--- config.mk ---
export PLATFORM = sky130hd
export DESIGN_NAME = memory_access
export DESIGN_NICKNAME = d
export VERILOG_FILES = /design/src/rtl/memory_access.sv
export SDC_FILE = /design/constraint.sdc
export NUM_CORES = 1
export LEC_CHECK = 0
export CAP_MARGIN = 20
export CORE_MARGIN = 2
export CORE_UTILIZATION = 43
export CTS_BUF_LIST = sky130_fd_sc_hd__clkbuf_2
export DETAILED_ROUTE_END_ITERATION = 10
export HOLD_SLACK_MARGIN = 0.1
export PLACE_DENSITY = 0.87
export SYNTH_ARGS = -nofsm -noshare
export SYNTH_HDL_FRONTEND = slang
export SYNTH_SLANG_ARGS = --single-unit
--- constraint.sdc ---
create_clock -name clk -period 8.68 [get_ports clk]
set_input_delay 1.736 -clock clk [delete_from_list [all_inputs] [get_ports clk]]
set_output_delay 1.736 -clock clk [all_outputs]
set_load 0.01 [all_outputs]
--- src/rtl/memory_access.sv ---
// EX/MEM pipeline register with a two-state data-memory handshake.
// Holds the captured instruction while the memory access is outstanding and bounds the wait with a timeout.
module memory_access #(
  parameter int unsigned MAX_WAIT = 16
) (
  input  logic        clk,
  input  logic        reset,
  input  logic [31:0] ALUres,
  input  logic [31:0] writeData,
  input  logic [4:0]  rd,
  input  logic        regWrite,
  input  logic        memToReg,
  input  logic        memRead,
  input  logic        memWrite,
  input  logic        mem_ack,
  input  logic [31:0] mem_rdata,
  output logic        mem_req,
  output logic        mem_we,
  output logic [31:0] mem_addr,
  output logic [31:0] mem_wdata,
  output logic [31:0] ALUres_out,
  output logic [31:0] readData_out,
  output logic [4:0]  rd_out,
  output logic        regWrite_out,
  output logic        memToReg_out,
  output logic        stall,
  output logic        memErr
);

  typedef enum logic {
    IDLE = 1'b0,
    BUSY = 1'b1
  } state_t;

  // The timeout fires on the edge that ends the MAX_WAIT-th BUSY cycle without an ack.
  localparam logic [7:0] WAIT_LAST = 8'(MAX_WAIT - 1);

  state_t      state_q, state_d;
  logic [7:0]  cnt_q, cnt_d;
  logic [31:0] alu_q, alu_d;
  logic [31:0] wdata_q, wdata_d;
  logic [4:0]  rd_q, rd_d;
  logic        regwrite_q, regwrite_d;
  logic        memtoreg_q, memtoreg_d;
  logic        memread_q, memread_d;
  logic        memwrite_q, memwrite_d;
  logic [31:0] rdata_q, rdata_d;
  logic        err_q, err_d;

  logic        is_mem_s;
  logic        aligned_s;

  // Classify the instruction arriving from EX.
  always_comb begin
    is_mem_s  = memRead | memWrite;
    aligned_s = (ALUres[1:0] == 2'b00);
  end

  // Next-state logic: capture in IDLE, wait for ack or timeout in BUSY.
  always_comb begin
    state_d    = state_q;
    cnt_d      = cnt_q;
    alu_d      = alu_q;
    wdata_d    = wdata_q;
    rd_d       = rd_q;
    regwrite_d = regwrite_q;
    memtoreg_d = memtoreg_q;
    memread_d  = memread_q;
    memwrite_d = memwrite_q;
    rdata_d    = rdata_q;
    err_d      = err_q;

    case (state_q)
      IDLE: begin
        alu_d      = ALUres;
        wdata_d    = writeData;
        rd_d       = rd;
        regwrite_d = regWrite;
        memtoreg_d = memToReg;
        memread_d  = memRead;
        memwrite_d = memWrite;
        rdata_d    = 32'd0;
        cnt_d      = 8'd0;
        err_d      = 1'b0;
        if (is_mem_s) begin
          if (aligned_s) begin
            state_d = BUSY;
          end else begin
            err_d   = 1'b1;
            state_d = IDLE;
          end
        end else begin
          state_d = IDLE;
        end
      end
      BUSY: begin
        // An ack in the final allowed cycle still completes the access.
        if (mem_ack) begin
          state_d = IDLE;
          cnt_d   = 8'd0;
          rdata_d = memwrite_q ? 32'd0 : mem_rdata;
        end else if (cnt_q == WAIT_LAST) begin
          state_d = IDLE;
          cnt_d   = 8'd0;
          rdata_d = 32'd0;
          err_d   = 1'b1;
        end else begin
          state_d = BUSY;
          cnt_d   = cnt_q + 8'd1;
        end
      end
      default: begin
        state_d = IDLE;
        cnt_d   = 8'd0;
      end
    endcase
  end

  // State and pipeline registers.
  always_ff @(posedge clk or posedge reset) begin
    if (reset) begin
      state_q    <= IDLE;
      cnt_q      <= 8'd0;
      alu_q      <= 32'd0;
      wdata_q    <= 32'd0;
      rd_q       <= 5'd0;
      regwrite_q <= 1'b0;
      memtoreg_q <= 1'b0;
      memread_q  <= 1'b0;
      memwrite_q <= 1'b0;
      rdata_q    <= 32'd0;
      err_q      <= 1'b0;
    end else begin
      state_q    <= state_d;
      cnt_q      <= cnt_d;
      alu_q      <= alu_d;
      wdata_q    <= wdata_d;
      rd_q       <= rd_d;
      regwrite_q <= regwrite_d;
      memtoreg_q <= memtoreg_d;
      memread_q  <= memread_d;
      memwrite_q <= memwrite_d;
      rdata_q    <= rdata_d;
      err_q      <= err_d;
    end
  end

  // Outputs are decoded straight from registers; writeback never sees a stalled or faulted commit.
  always_comb begin
    stall        = (state_q == BUSY);
    mem_req      = (state_q == BUSY);
    mem_we       = memwrite_q & (state_q == BUSY);
    mem_addr     = alu_q;
    mem_wdata    = wdata_q;
    ALUres_out   = alu_q;
    readData_out = rdata_q;
    rd_out       = rd_q;
    memToReg_out = memtoreg_q;
    memErr       = err_q;
    regWrite_out = regwrite_q & ~(state_q == BUSY) & ~err_q;
  end

endmodule

* After elaboration in Yosys (flattened, before gate mapping)
Index checks and enable logic that the tools add are counted.
Word-level totals: bits in registers 114, input port bits 108, logic and storage cells 40
Cells by class: $add $sub $neg 1, equality and inequality tests 4, multiplexer cells 17, bitwise operators 6, reduce and logical (&&, ||, !) cells 2
Operator list (number):
- $mux 32 | 3
- $pmux 32 s2 | 1
- $mux 8 | 2
- $pmux 8 s2 | 1
- $add 8x1->8 const B | 1
- $eq 8x4->1 const B | 1
- $mux 1 | 8
- $pmux 1 s2 | 2
- $and 1x1->1 | 3
- $ne 3x2->1 const B | 1
- $logic_not 2->1 | 1
- $ne 2x1->1 const B | 1
- $ne 2x2->1 const B | 1
- $not 1->1 | 2
- $reduce_and 2->1 | 1
- $or 1x1->1 | 1

* Logic depth before layout (Yosys ltp)
Gate-level depths: netlist (run 1).
depth in word-level cells 4, mapped depth 5, gate-level depth less buffers 4

* Worst setup path after synthesis (run 1)
Ideal clock, no wire load.
path type register to output, start register state_q (netlist: mem_req), end output regWrite_out, data arrival time 1.149 ns, data required time 6.944 ns, slack 5.795 ns, cell stages (with the launch flop) 4, path through dfrtp_1 -> buf_2 -> buf_2 -> nor3b_1
On the way: longest elaborated chain between the ends 3
RTL lines:
- start, declared | RTL line 38 | state_t state_q, state_d;
- start signal, assigned | RTL line 134 | state_q <= state_d;
- $not 1->1
- $and 1x1->1 (2 in a row) | RTL line 160 | regWrite_out = regwrite_q & ~(state_q == BUSY) & ~err_q;
- end, declared | RTL line 24 | output logic regWrite_out,
Every way passes these cells.

* Final worst setup path (run 1)
start register state_q (netlist: mem_req), end output mem_we
On the way: longest elaborated chain between the ends 1
RTL lines:
- $and 1x1->1 | RTL line 152 | mem_we = memwrite_q & (state_q == BUSY);
- end, declared | RTL line 18 | output logic mem_we,
Every way passes these cells.

==> impl_metrics.py, run 1 <==
metrics = {
    "status": {
        "status": "finished clean",
    },
    "routing": {
        "wl_per_cell_um": 16.24,
        "num_vias": 3304,
        "drtIter0Drc": 104,
        "drtPass1Iterations": 4,
        "drt-total-wl_um": 11010,
        "ant_nets": 0,
        "drc": 0,
        "avgViaCountPerCell": 4.873,
    },
    "critical_path": {
        "worstPathRequired_ns": 6.94,
        "crit_family": "buffers and inverters",
        "crit_buf_inv": 2,
        "worstPathArrival_ns": 2.57,
        "critPathSlowestCell": "buf_4",
        "path_class": "reg2out",
        "cp-start-kind": "flop",
        "cp-end-kind": "output port",
        "cpPeakStageDelay_ns": 0.72,
        "path_max_fanout": 79,
        "cp_cell_sequence": "buf_4, and2_1, clkdlybuf4s50_1",
    },
    "synth": {
        "synth_xor_area_share_pct": 0.1921,
        "syn_avg_cell_area_um2": 14.76,
        "mappedNetlistArea_um2": 4559,
        "synth_area_leaders": "dfrtp_1 63%, mux2_2 18%, a22o_1 6.0%, buf_4 5.4%, buf_6 0.74%",
        "synth-edff-count": 0,
        "synth-simple-area-share_pct": 2.854,
        "synth-compound-area-share_pct": 8.919,
        "yosysSeqAreaShare_pct": 62.57,
        "synthMuxAreaShare_pct": 17.54,
        "syn_inst": 309,
        "synth_area_leader_cell": "dfrtp_1",
        "async_flop_share_pct": 100.0,
        "synthTopCellsByCount": "114 x dfrtp_1, 71 x mux2_2, 33 x buf_4",
        "ys.flop_type": "dfrtp_1",
        "ys_ff_latch": 114,
        "synth_top_family_by_area": "multiplexers",
        "synth-adder-area-share_pct": 0.2744,
        "syn-num-nets": 418,
        "synth_top_area_share_pct": 62.57,
        "ys_warn_count": 0,
        "synth.distinct_cells": 33,
        "yosysMostFrequentCell": "dfrtp_1",
    },
    "global_route": {
        "overflow": 0,
        "grt_pass1_wl_um": 17050,
        "grt_max_degree": 81,
        "antenna_found_initial": 0,
        "grt_pass1_vias": 3375,
        "grt.total_usage_pct": 19.52,
    },
    "placement": {
        "pre_cts_slack_ns": 5.013,
        "port_buffers": 246,
        "place.gp.congestion": 0.7302,
        "dpl.hpwl_um": 8154,
    },
    "sta": {
        "rsz0062_at_grt": "no",
        "slew_headroom_pct": 34.61,
        "finalSetupViolCount": 0,
        "setup_tns_ns": 0,
        "max_freq_ghz": 0.2324,
        "drv_slew": 0,
        "worst_pin_slew_ns": 0.9809,
        "hold_ws_ns": 0.5258,
        "finClkSkew_ns": 0.03535,
        "layout_min_cycle_time_ns": 4.302,
        "setup_ws_ns": 4.378,
        "hold_viol": 0,
        "fin_crit_sh_pct": 49.57,
    },
    "clock_network": {
        "clk_latency_ns": 0.62,
        "clkSlewWorstSetupHoldPaths_ns": 0.18,
        "root_buffer": "clkbuf_2",
        "cts_setup_buffers": 0,
        "cts.sinks": 114,
        "cts_inserted_buffers": 17,
        "clk_path_buf_depth": 2,
        "tritoncts": "yes",
        "cts_max_level": 4,
        "cts_hold_buf": 0,
        "cts_resized": 0,
    },
    "final_layout": {
        "areaGrowthSynthToFinish_pct": 57.27,
        "n_antenna_cell": 0,
        "drive_above_1_share_pct": 20.30,
        "final_nets": 638,
    },
    "min_path": {
        "worstHoldPathType": "reg2reg",
    },
    "floorplanning": {
        "start_util_pct": 44.16,
        "die_x_um": 107.0,
        "num_rows": 37,
        "io_pins": 247,
        "core_area_um2": 10320,
        "die_h_um": 107.0,
        "die_area_um2": 11440,
    },
    "power_and_ir_drop": {
        "vdd_drop_max_uv": 86.17,
        "p_leak_nw": 2.978,
        "power_density_nw_per_um2": 182.1,
    },
    "job": {
        "maxCapViolCount": 0,
    },
}
## path summary, 6_finish.rpt
path,from,to,slack [ns],depth (start not counted)
hold reg to reg,mem_wdata[14],mem_wdata[14],0.53,1
setup / recovery,mem_req,mem_we,4.38,3
hold / removal,mem_wdata[14],mem_wdata[14],0.53,1
max in group asynchronous,reset,mem_req,5.85,3
setup reg to reg,mem_req,readData_out[10],6.00,4
min in group asynchronous,reset,mem_wdata[18],1.48,2
## layout by cell type, fill, tap and decap left out, types with 2 or more instances in the layout
cell	instances
or3_1	3
nand2_1	3
a21oi_1	4
dfrtp_1	113
a22o_2	2
o21ai_0	4
nor2_1	5
clkdlybuf4s50_1	246
mux2_2	71
clkinv_1	4
clkinvlp_4	4
bufinv_16	4
buf_4	2
clkbuf_2	17
inv_1	3
clkinv_4	3
a22o_1	31
nand3_1	2
## registers in the layout, summed over array words and instances, names as in the netlist
register and count:
ALUres_out 32, regwrite_q 1, memErr 1, cnt_q 8, memToReg_out 1, rd_out 5
mem_wdata 32, mem_req 1, memwrite_q 1, readData_out 32
## stage by stage
stage          cells  util, %  instance area (um2)  total power [W]
2_1_floorplan    309        -                 4559        0.0007565
3_3_place_gp     645    66.63                 6879        0.0009248
3_5_place_dp     645    66.63                 6879        0.0009324
4_1_cts          677    69.31                 7156         0.001324
5_1_grt          678    69.46                 7171         0.001371
6_report         678    69.46                 7171         0.001306
## per-layer routing
metal	vias up	share of wire (%)	global-route usage [%]	wire [um]
met5	-	0	0	0
met4	0	1.5	5.937	160
met3	12	8.0	7.781	880
met2	160	53	34.03	5880
met1	1617	37	22.00	4087
li1	1515	-	-	-
## area by class of cell
cell class              count  area, um2
flip-flops and latches    114       2854
fillers                   761       3153
clock inverters            15      191.4
clock buffers              17      85.08
multi-input cells         143       1360
repair buffers            249       2492
inverters                   4      17.52
well taps                 136      170.2
## logic make-up (layout without fill, tap and decap cells)
group / Yosys count / count (layout)
and+or+nand+nor: 22 / 22
buffers and inverters: 52 / 285
muxes: 71 / 71
adders and majority gates: 1 / 1
AOI/OAI and AO/OA: 48 / 48
DFF: 114 / 114
xor gates and xnor gates: 1 / 1
## power by group
group / switching, W / internal, W
sequential: 0.0000309 / 0.000579
combinational: 0.000111 / 0.000198
clock: 0.000201 / 0.000186
total: 0.000342 / 0.000963
Note: power is estimated with default switching activity, not from simulation.
==> inputs of run 2 (changes only) <==
--- a/config.mk
+++ b/config.mk
@@ -7,11 +7,11 @@
 export LEC_CHECK = 0
 export CAP_MARGIN = 20
 export CORE_MARGIN = 2
-export CORE_UTILIZATION = 43
+export CORE_UTILIZATION = 36
 export CTS_BUF_LIST = sky130_fd_sc_hd__clkbuf_2
 export DETAILED_ROUTE_END_ITERATION = 10
 export HOLD_SLACK_MARGIN = 0.1
-export PLACE_DENSITY = 0.87
+export PLACE_DENSITY = 0.78
 export SYNTH_ARGS = -nofsm -noshare
 export SYNTH_HDL_FRONTEND = slang
 export SYNTH_SLANG_ARGS = --single-unit
==> constraint.sdc (replaced) <==
create_clock -name clk -period 3.6 [get_ports clk]
set_input_delay 0.72 -clock clk [delete_from_list [all_inputs] [get_ports clk]]
set_output_delay 0.72 -clock clk [all_outputs]
set_load 0.01 [all_outputs]
==> impl_metrics.py, run 2 (synthesized netlist as in run 1, its figures left out) <==
metrics = {
    "status": {
        "status": "finished clean",
    },
    "critical_path": {
        "r2r-end": "readData_out[9]",
        "worstPathRequired_ns": 2.88,
        "critPathSlowestCell": "dfrtp_2",
        "path_class": "reg2out",
        "worstPathArrival_ns": 2.37,
        "cp-end-kind": "output port",
        "path_max_fanout": 42,
        "r2r_slack_ns": 1.05,
        "reg2regPathDepth": 3,
        "cp-start-kind": "flop",
        "cp_cell_sequence": "and2_1, clkdlybuf4s50_1",
        "cpPeakStageDelay_ns": 0.95,
        "cp.depth": 2,
        "reg2reg_from": "mem_req",
        "startpoint": "mem_req",
        "crit_family": "flip-flops",
        "crit_buf_inv": 1,
        "endpoint": "mem_we",
    },
    "power_and_ir_drop": {
        "p_sw_share_pct": 28.02,
        "intPower_w": 0.002110,
        "power_density_nw_per_um2": 410.1,
        "total_power_w": 0.002931,
        "vdd_drop_max_uv": 267.5,
        "p_switching_w": 0.0008210,
        "p_leak_nw": 2.959,
        "comb_power_share_pct": 25.0,
        "p_clk_share_pct": 24.4,
        "power_frac_seq_pct": 50.6,
    },
    "floorplanning": {
        "io_pins": 247,
        "die_h_um": 116.5,
        "die_x_um": 116.5,
        "core_area_um2": 12520,
        "die_area_um2": 13580,
        "num_rows": 41,
        "start_util_pct": 36.43,
    },
    "sta": {
        "slew_headroom_pct": 39.57,
        "worst_pin_slew_ns": 0.9035,
        "layout_min_cycle_time_ns": 3.091,
        "drv_slew": 0,
        "rsz0062_at_grt": "no",
        "setup_tns_ns": 0,
        "finClkSkew_ns": 0.02759,
        "setup_ws_ns": 0.5087,
        "finalSetupViolCount": 0,
        "max_freq_ghz": 0.3235,
        "hold_viol": 0,
        "fin_crit_sh_pct": 85.87,
        "hold_ws_ns": 0.5206,
    },
    "clock_network": {
        "cts_hold_buf": 0,
        "tritoncts": "yes",
        "clk_latency_ns": 0.62,
        "clk_path_buf_depth": 2,
        "cts_setup_buffers": 0,
        "root_buffer": "clkbuf_2",
        "cts_inserted_buffers": 17,
        "cts_resized": 0,
        "clkSlewWorstSetupHoldPaths_ns": 0.18,
        "cts_max_level": 4,
        "cts.sinks": 114,
    },
    "global_route": {
        "grt.total_usage_pct": 16.12,
        "overflow": 0,
        "grt_pass1_vias": 3385,
        "grt_max_degree": 52,
        "grt_pass1_wl_um": 16750,
        "antenna_found_initial": 0,
    },
    "routing": {
        "ant_nets": 0,
        "drt-total-wl_um": 11320,
        "drc": 0,
        "wl_per_cell_um": 15.85,
        "drtPass1Iterations": 4,
        "num_vias": 3341,
        "drtIter0Drc": 145,
        "avgViaCountPerCell": 4.679,
    },
    "final_layout": {
        "n_antenna_cell": 0,
        "areaGrowthSynthToFinish_pct": 56.72,
        "nFillCells": 1088,
        "drive_above_1_share_pct": 20.85,
        "final_cell_mix": "246 x clkdlybuf4s50_1, 113 x dfrtp_1, 71 x mux2_2, 31 x a22o_1, 18 x clkbuf_2",
        "layout_commonest_cell": "clkdlybuf4s50_1",
        "final_nets": 640,
        "final_util_pct": 57.09,
    },
    "job": {
        "maxCapViolCount": 0,
    },
    "min_path": {
        "worstHoldPathType": "reg2reg",
    },
    "placement": {
        "port_buffers": 246,
        "place.gp.congestion": 0.7048,
        "pre_cts_slack_ns": 0.9307,
        "dpl.hpwl_um": 8562,
    },
}
==> run 2: cell count changes in the layout (fill, tap and decap cells not counted), moves of 2 or more <==
cell | before | now
clkinv_2 | 0 | 6
bufinv_16 | 4 | 1
clkinv_1 | 4 | 1
clkinv_4 | 3 | 0
buf_4 | 2 | 4
==> run 2: worst min path at each step <==
stage | slack [ns] | cells past startpoint | to | from
after global routing | 0.52 | 2 | memErr | reset
after detailed placement | 0.49 | 1 | regwrite_q | regwrite_q
after floorplan | 0.47 | 1 | regwrite_q | regwrite_q
after CTS | 0.49 | 2 | mem_wdata[21] | reset
final | 0.52 | 1 | mem_wdata[12] | mem_wdata[12]
after global placement | 0.49 | 1 | mem_wdata[27] | mem_wdata[27]
==> run 2: through the flow <==
stage,instance area (um2),instances
4_1_cts,7146,714
5_1_grt,7146,714
3_3_place_gp,6960,684
3_5_place_dp,6960,684
6_report,7146,714
2_1_floorplan,4563,309
==> run 2: area by class of cell <==
cell class,count,area (um2),area share [%]
sequential,114,2854,39.94
timing repair buffer,251,2512,35.16
multi-input combinational,143,1360,19.03
tap,172,215.2,3.012
clock inverter,12,95.09,1.331
clock buffer,18,90.09,1.261
inverter,4,18.77,0.2627
==> run 2: layer usage <==
metal / global-route usage [%] / routed length, um / vias to the layer above
li1: - / - / 1519
met1: 18.49 / 4398 / 1654
met2: 27.87 / 5879 / 153
met3: 5.553 / 842 / 15
met4: 6.196 / 197 / 0
met5: 0 / 0 / -
==> run 2: power by group through the flow <==
stage	Combinational (W)	Clock, W	Sequential, W
floorplan	0.000286	0	0.00154
finish	0.000732	0.000715	0.00148
global placement	0.000730	0	0.00150
detailed placement	0.000743	0	0.00151
global route	0.000783	0.000815	0.00150
CTS	0.000744	0.000751	0.00149
